$ cat config.mk
export PLATFORM = sky130hd
export DESIGN_NAME = priority_dec
export DESIGN_NICKNAME = d
export VERILOG_FILES = /design/src/rtl/priority_pkg.sv /design/src/rtl/grant_timer.sv /design/src/rtl/priority_dec.sv
export SDC_FILE = /design/constraint.sdc
export NUM_CORES = 1
export LEC_CHECK = 0
export BUFFER_PORTS_ARGS = -buffer_cell sky130_fd_sc_hd__buf_2
export CAP_MARGIN = 5
export CORE_MARGIN = 5
export CORE_UTILIZATION = 29
export CTS_CLUSTER_SIZE = 20
export DETAILED_ROUTE_END_ITERATION = 6
export GPL_TIMING_DRIVEN = 0
export SETUP_SLACK_MARGIN = 0.5
export SLEW_MARGIN = 20
export SYNTH_ARGS = -nofsm -noshare
export SYNTH_HDL_FRONTEND = slang
export SYNTH_SLANG_ARGS = --single-unit
export TNS_END_PERCENT = 50
$ cat constraint.sdc
create_clock -name clk -period 2.51 [get_ports clk]
set_input_delay 0.3765 -clock clk [delete_from_list [all_inputs] [get_ports clk]]
set_output_delay 0.3765 -clock clk [all_outputs]
set_load 0.01 [all_outputs]
$ cat src/rtl/priority_pkg.sv
// ----------------------------------------------------------------------------
// priority_pkg
// Shared definitions for the priority decoder slice.
//   state_e   : grant FSM state encoding (IDLE, GRANT)
//   idx_width : index width for an N-entry one-hot vector, floored at 1 bit.
//               It sizes the decoder index port and the grant hold counter.
// ----------------------------------------------------------------------------
package priority_pkg;

   typedef enum logic [0:0] {
      IDLE  = 1'b0,
      GRANT = 1'b1
   } state_e;

   // Bits needed to encode 0..n-1; a single-entry vector still gets 1 bit
   function automatic int idx_width(input int n);
      if (n > 1) begin
         return $clog2(n);
      end else begin
         return 1;
      end
   endfunction

endpackage : priority_pkg

$ cat src/rtl/grant_timer.sv
// ----------------------------------------------------------------------------
// grant_timer
// Hold counter for an active grant. It counts cycles while enable is high.
// It saturates at TIMEOUT-1, so it never wraps.
// expired is high while the count sits at TIMEOUT-1, which is the last cycle
// the grant may be held.
//
// Ports
//   clk     in  : rising-edge clock
//   rst_n   in  : synchronous active-low reset (count -> 0)
//   clear   in  : force the count to 0 at the next edge (wins over enable)
//   enable  in  : advance the count by one at the next edge
//   expired out : count == TIMEOUT-1
// ----------------------------------------------------------------------------
module grant_timer
   import priority_pkg::*;
#(
   parameter  int TIMEOUT = 16,
   localparam int TW      = idx_width(TIMEOUT)
) (
   input  logic clk,
   input  logic rst_n,
   input  logic clear,
   input  logic enable,
   output logic expired
);

   localparam logic [TW-1:0] LAST = TW'(TIMEOUT - 1);

   logic [TW-1:0] count_r;
   logic [TW-1:0] count_nxt_s;

   // Next count: clear wins; otherwise step up, but never past LAST
   always_comb begin
      count_nxt_s = count_r;
      if (clear) begin
         count_nxt_s = {TW{1'b0}};
      end else if (enable && (count_r != LAST)) begin
         count_nxt_s = count_r + TW'(1);
      end else begin
         count_nxt_s = count_r;
      end
   end

   // Count register with synchronous reset
   always_ff @(posedge clk) begin
      if (!rst_n) begin
         count_r <= {TW{1'b0}};
      end else begin
         count_r <= count_nxt_s;
      end
   end

   assign expired = (count_r == LAST);

endmodule : grant_timer

$ cat src/rtl/priority_dec.sv
// ----------------------------------------------------------------------------
// priority_dec
// Decodes an encoded index into a registered one-hot grant. It holds the grant
// until the grantee acks on its own line or the hold timer expires.
// A grant end is always followed by one IDLE cycle, so the block accepts at
// most one index every two cycles.
//
// Ports
//   clk       in  : rising-edge clock
//   rst_n     in  : synchronous active-low reset
//   in_valid  in  : an index is offered
//   in_idx    in  : encoded index (W bits)
//   in_ready  out : state is IDLE (decoded from the state register)
//   gnt       out : registered one-hot grant, zero while IDLE
//   ack       in  : per-line completion from the grantee
//   done      out : one-cycle pulse, grant completed by ack
//   timeout   out : one-cycle pulse, grant dropped after TIMEOUT cycles
//   err       out : one-cycle pulse, illegal index or ack on a non-granted line
// ----------------------------------------------------------------------------
module priority_dec
   import priority_pkg::*;
#(
   parameter  int N       = 8,
   parameter  int TIMEOUT = 16,
   localparam int W       = idx_width(N)
) (
   input  logic         clk,
   input  logic         rst_n,
   input  logic         in_valid,
   input  logic [W-1:0] in_idx,
   output logic         in_ready,
   output logic [N-1:0] gnt,
   input  logic [N-1:0] ack,
   output logic         done,
   output logic         timeout,
   output logic         err
);

   // N as a W+1 bit value, so a power-of-two N stays comparable with in_idx
   localparam logic [W:0] N_L = (W + 1)'(N);

   state_e       state_r;
   state_e       state_nxt_s;
   logic [W-1:0] idx_r;
   logic [W-1:0] idx_nxt_s;
   logic [N-1:0] gnt_r;
   logic [N-1:0] gnt_nxt_s;
   logic         done_r;
   logic         done_nxt_s;
   logic         timeout_r;
   logic         timeout_nxt_s;
   logic         err_r;
   logic         err_nxt_s;

   logic         idx_legal_s;
   logic         valid_ack_s;
   logic         spurious_s;
   logic         timer_clear_s;
   logic         timer_enable_s;
   logic         expired_s;

   assign idx_legal_s = ({1'b0, in_idx} < N_L);

   // Valid ack: the latched line acks while a grant is held
   assign valid_ack_s = (state_r == GRANT) && ack[idx_r];

   // gnt_r is zero in IDLE, so any ack bit there counts as spurious
   assign spurious_s  = |(ack & ~gnt_r);

   // Timer is held at zero outside GRANT; this also clears it at accept.
   // It stops counting on the edge a valid ack ends the grant.
   assign timer_clear_s  = (state_r != GRANT);
   assign timer_enable_s = (state_r == GRANT) && !valid_ack_s;

   grant_timer #(
      .TIMEOUT (TIMEOUT)
   ) u_grant_timer (
      .clk     (clk),
      .rst_n   (rst_n),
      .clear   (timer_clear_s),
      .enable  (timer_enable_s),
      .expired (expired_s)
   );

   // Next state and next registered outputs; pulses default low
   always_comb begin
      state_nxt_s   = state_r;
      idx_nxt_s     = idx_r;
      gnt_nxt_s     = gnt_r;
      done_nxt_s    = 1'b0;
      timeout_nxt_s = 1'b0;
      err_nxt_s     = spurious_s;
      case (state_r)
         IDLE: begin
            if (in_valid) begin
               if (idx_legal_s) begin
                  state_nxt_s = GRANT;
                  idx_nxt_s   = in_idx;
                  gnt_nxt_s   = {{(N-1){1'b0}}, 1'b1} << in_idx;
               end else begin
                  err_nxt_s   = 1'b1;
               end
            end else begin
               state_nxt_s = IDLE;
            end
         end
         GRANT: begin
            // A valid ack wins over expiry on the same edge
            if (valid_ack_s) begin
               state_nxt_s = IDLE;
               gnt_nxt_s   = {N{1'b0}};
               done_nxt_s  = 1'b1;
            end else if (expired_s) begin
               state_nxt_s   = IDLE;
               gnt_nxt_s     = {N{1'b0}};
               timeout_nxt_s = 1'b1;
            end else begin
               state_nxt_s = GRANT;
            end
         end
         default: begin
            state_nxt_s = IDLE;
            gnt_nxt_s   = {N{1'b0}};
         end
      endcase
   end

   // State and output registers with synchronous reset
   always_ff @(posedge clk) begin
      if (!rst_n) begin
         state_r   <= IDLE;
         idx_r     <= {W{1'b0}};
         gnt_r     <= {N{1'b0}};
         done_r    <= 1'b0;
         timeout_r <= 1'b0;
         err_r     <= 1'b0;
      end else begin
         state_r   <= state_nxt_s;
         idx_r     <= idx_nxt_s;
         gnt_r     <= gnt_nxt_s;
         done_r    <= done_nxt_s;
         timeout_r <= timeout_nxt_s;
         err_r     <= err_nxt_s;
      end
   end

   assign in_ready = (state_r == IDLE);
   assign gnt      = gnt_r;
   assign done     = done_r;
   assign timeout  = timeout_r;
   assign err      = err_r;

endmodule : priority_dec

==> flow_summary.json <==
{
  "gp_congestion": 0.860,
  "final_nets": 162,
  "setup_ws_ps": 587,
  "crit_required_ps": 2730,
  "utilization": 0.364,
  "vias": 913,
  "arrival_ps": 2150,
  "drc": 0,
  "ir_drop_uv": 208,
  "cts.sinks": 19,
  "ys_types": 27,
  "chipWidth_um": 68.9,
  "place_area_mm2": 0.00119,
  "fin_crit_sh": 0.766,
  "pwr-share-comb": 0.198,
  "syn2layout_area_growth_pct": 20.7,
  "endpoint": "u_grant_timer.count_r[0]",
  "slew-limit-headroom": 0.663,
  "cts_buffers": 3,
  "p_per_area_mw_per_mm2": 482,
  "max_slew.worst_pin.slew_ps": 504,
  "p_seq_frac": 0.541,
  "setup_tns_ps": 0,
  "drive_gt1_frac": 0.240,
  "r2r-end": "u_grant_timer.count_r[0]",
  "hp-start": "rst_n",
  "grt_first_pass_wirelength_mm": 3.93,
  "clk_pin_slew_worst_paths_ps": 110,
  "switching_share": 0.277,
  "cts.hold.buffers_added": 0,
  "clock_latency_ps": 300,
  "cts_tree": "built",
  "grt_setup_unrepaired": "no",
  "num_rows": 21,
  "r2r_setup_slack_ps": 590,
  "drt-wirelength-per-cell_um": 12.6,
  "pre_cts_ws_ps": 613,
  "min-delay-path-class": "input port to register",
  "syn_area_mm2": 0.00101,
  "ys_seq_elements": 19,
  "hpwlAfterDp_mm": 1.91,
  "crit_fanout": 9,
  "synth-seq-area-share": 0.378,
  "max_cap_violations": 0,
  "fin_area_mm2": 0.00122,
  "h-tree-depth": 1,
  "drt_iter0_drc": 30,
  "p_switching_mw": 0.162,
  "power_leakage_nw": 0.495,
  "fin_cells": 192,
  "clkPwrFrac": 0.262,
  "grt_pass1_vias": 873,
  "grt_remaining_overflow": 0,
  "numPlacedInstances": 188,
  "wirelength_mm": 2.41,
  "viasPerCell": 4.76,
  "start_util": 0.302,
  "cts_buffer_depth": 2,
  "fmax_mhz": 520,
  "r2r-start": "idx_r[0]",
  "syn_area_per_cell_um2": 8.61,
  "cp-start-kind": "register",
  "hold_viol": 0,
  "power_mw": 0.586,
  "synth_warnings": 0,
  "p_int_mw": 0.423,
  "ios": 26,
  "drv_slew": 0,
  "worstSetupPathType": "register to register",
  "die_h_um": 68.9,
  "track_usage": 0.111,
  "cts_resized": 0,
  "setup_violations": 0,
  "core_mm2": 0.00334,
  "dr.pass1.iters": 4,
  "r2r_cells": 5,
  "synthCells": 117,
  "dieArea_mm2": 0.00475,
  "detail-route-antenna-nets": 0,
  "worst_setup_path_end_kind": "register",
  "portBuffers": 25,
  "startpoint": "idx_r[0]",
  "post_cts_buffers": 0,
  "antenna_cells": 0,
  "antenna_found_initial": 0,
  "min_period_ps": 1920,
  "syn_nets": 132,
  "finalClockSkew_ps": 10.3,
  "cts-root-buf": "clkbuf_4",
  "status": "finished clean",
  "grt_max_degree": 11,
  "hold_ws_ps": 364
}
-- power groups by stage --
stage          clock network [mW]  logic [mW]  registers [mW]
2_1_floorplan                   0      0.0742           0.325
3_3_place_gp                    0       0.114           0.324
3_5_place_dp                    0       0.116           0.324
4_1_cts                     0.157       0.116           0.317
5_1_grt                     0.169       0.128           0.318
6_report                    0.153       0.116           0.317
-- routing by layer --
layer	track usage	wire, um	vias up
li1	-	-	473
met1	0.135	1110	421
met2	0.187	1190	17
met3	0.0340	103	2
met4	0.0292	14	0
met5	0	0	-
-- cell usage in the layout, fill, tap and decap left out --
master and instances:
nand2_1 5, buf_6 1, a211oi_1 1, mux2_4 3, nor2_1 7, o21ai_0 5
mux4_2 2, nor3_1 6, o41a_1 1, a21oi_1 10, nor2b_1 2, and2_1 1
a21boi_0 3, dfxtp_1 19, mux2_1 1, ha_1 1, nand3b_1 1, o22ai_1 4
buf_2 25, inv_1 9, mux2i_1 7, nand2b_1 3, nor4_1 1, nand3_1 11
clkbuf_1 6, or3_1 2, clkbuf_4 3, or2_2 1, a21boi_1 5
-- worst max-delay path, stage by stage (launching register included) --
cell and delay, ps:
dfxtp_1 340, buf_6 150, mux2_1 320, mux4_2 530
or3_1 370, a21oi_1 150
-- kinds of logic after synthesis --
logic type / count (synthesis) / share of synthesized area
buffers and inverters: 15 / 0.0634
and+or+nand+nor: 40 / 0.199
adders and majority gates: 1 / 0.0124
AOI/OAI and AO/OA: 29 / 0.178
muxes: 13 / 0.170
DFF: 19 / 0.378
-- final cells by class --
type / count / area (um2)
multi-input combinational: 83 / 563
clock buffer: 4 / 26.3
timing repair buffer: 25 / 125
tap: 46 / 57.6
sequential: 19 / 380
buffer: 6 / 30.0
inverter: 9 / 33.8
fill: 362 / 2120
-- cells in the mapped netlist --
library cell | number | share of area
dfxtp_1 | 19 | 0.38
nand3_1 | 11 | 0.055
a21oi_1 | 10 | 0.050
inv_1 | 9 | 0.034
mux2i_1 | 7 | 0.070
nor2_1 | 7 | 0.026
nor3_1 | 6 | 0.030
a21boi_1 | 5 | 0.037
clkbuf_1 | 5 | 0.019
nand2_1 | 5 | 0.019
o21ai_0 | 5 | 0.025
o22ai_1 | 4 | 0.025
a21boi_0 | 3 | 0.022
mux2_4 | 3 | 0.045
nand2b_1 | 3 | 0.019
mux4_2 | 2 | 0.045
nor2b_1 | 2 | 0.012
or3_1 | 2 | 0.012
a211oi_1 | 1 | 0.0075
and2_1 | 1 | 0.0062
buf_6 | 1 | 0.011
ha_1 | 1 | 0.012
mux2_1 | 1 | 0.011
nand3b_1 | 1 | 0.0075
nor4_1 | 1 | 0.0062
o41a_1 | 1 | 0.011
or2_2 | 1 | 0.0062
-- state kept, by name (all words and copies together), names as in the netlist --
name	count
idx_r	3
timeout	1
done	1
err	1
gnt	8
u_grant_timer.count_r	4
state_r	1
-- worst min path at each step --
stage | to | cells past startpoint | slack, ps
6_report | state_r | 2 | 360
5_1_grt | gnt[2] | 2 | 360
4_1_cts | state_r | 2 | 360
3_5_place_dp | u_grant_timer.count_r[3] | 2 | 490
3_3_place_gp | u_grant_timer.count_r[3] | 2 | 470
2_1_floorplan | u_grant_timer.count_r[3] | 2 | 460
Note: power is estimated with default switching activity, not from simulation.
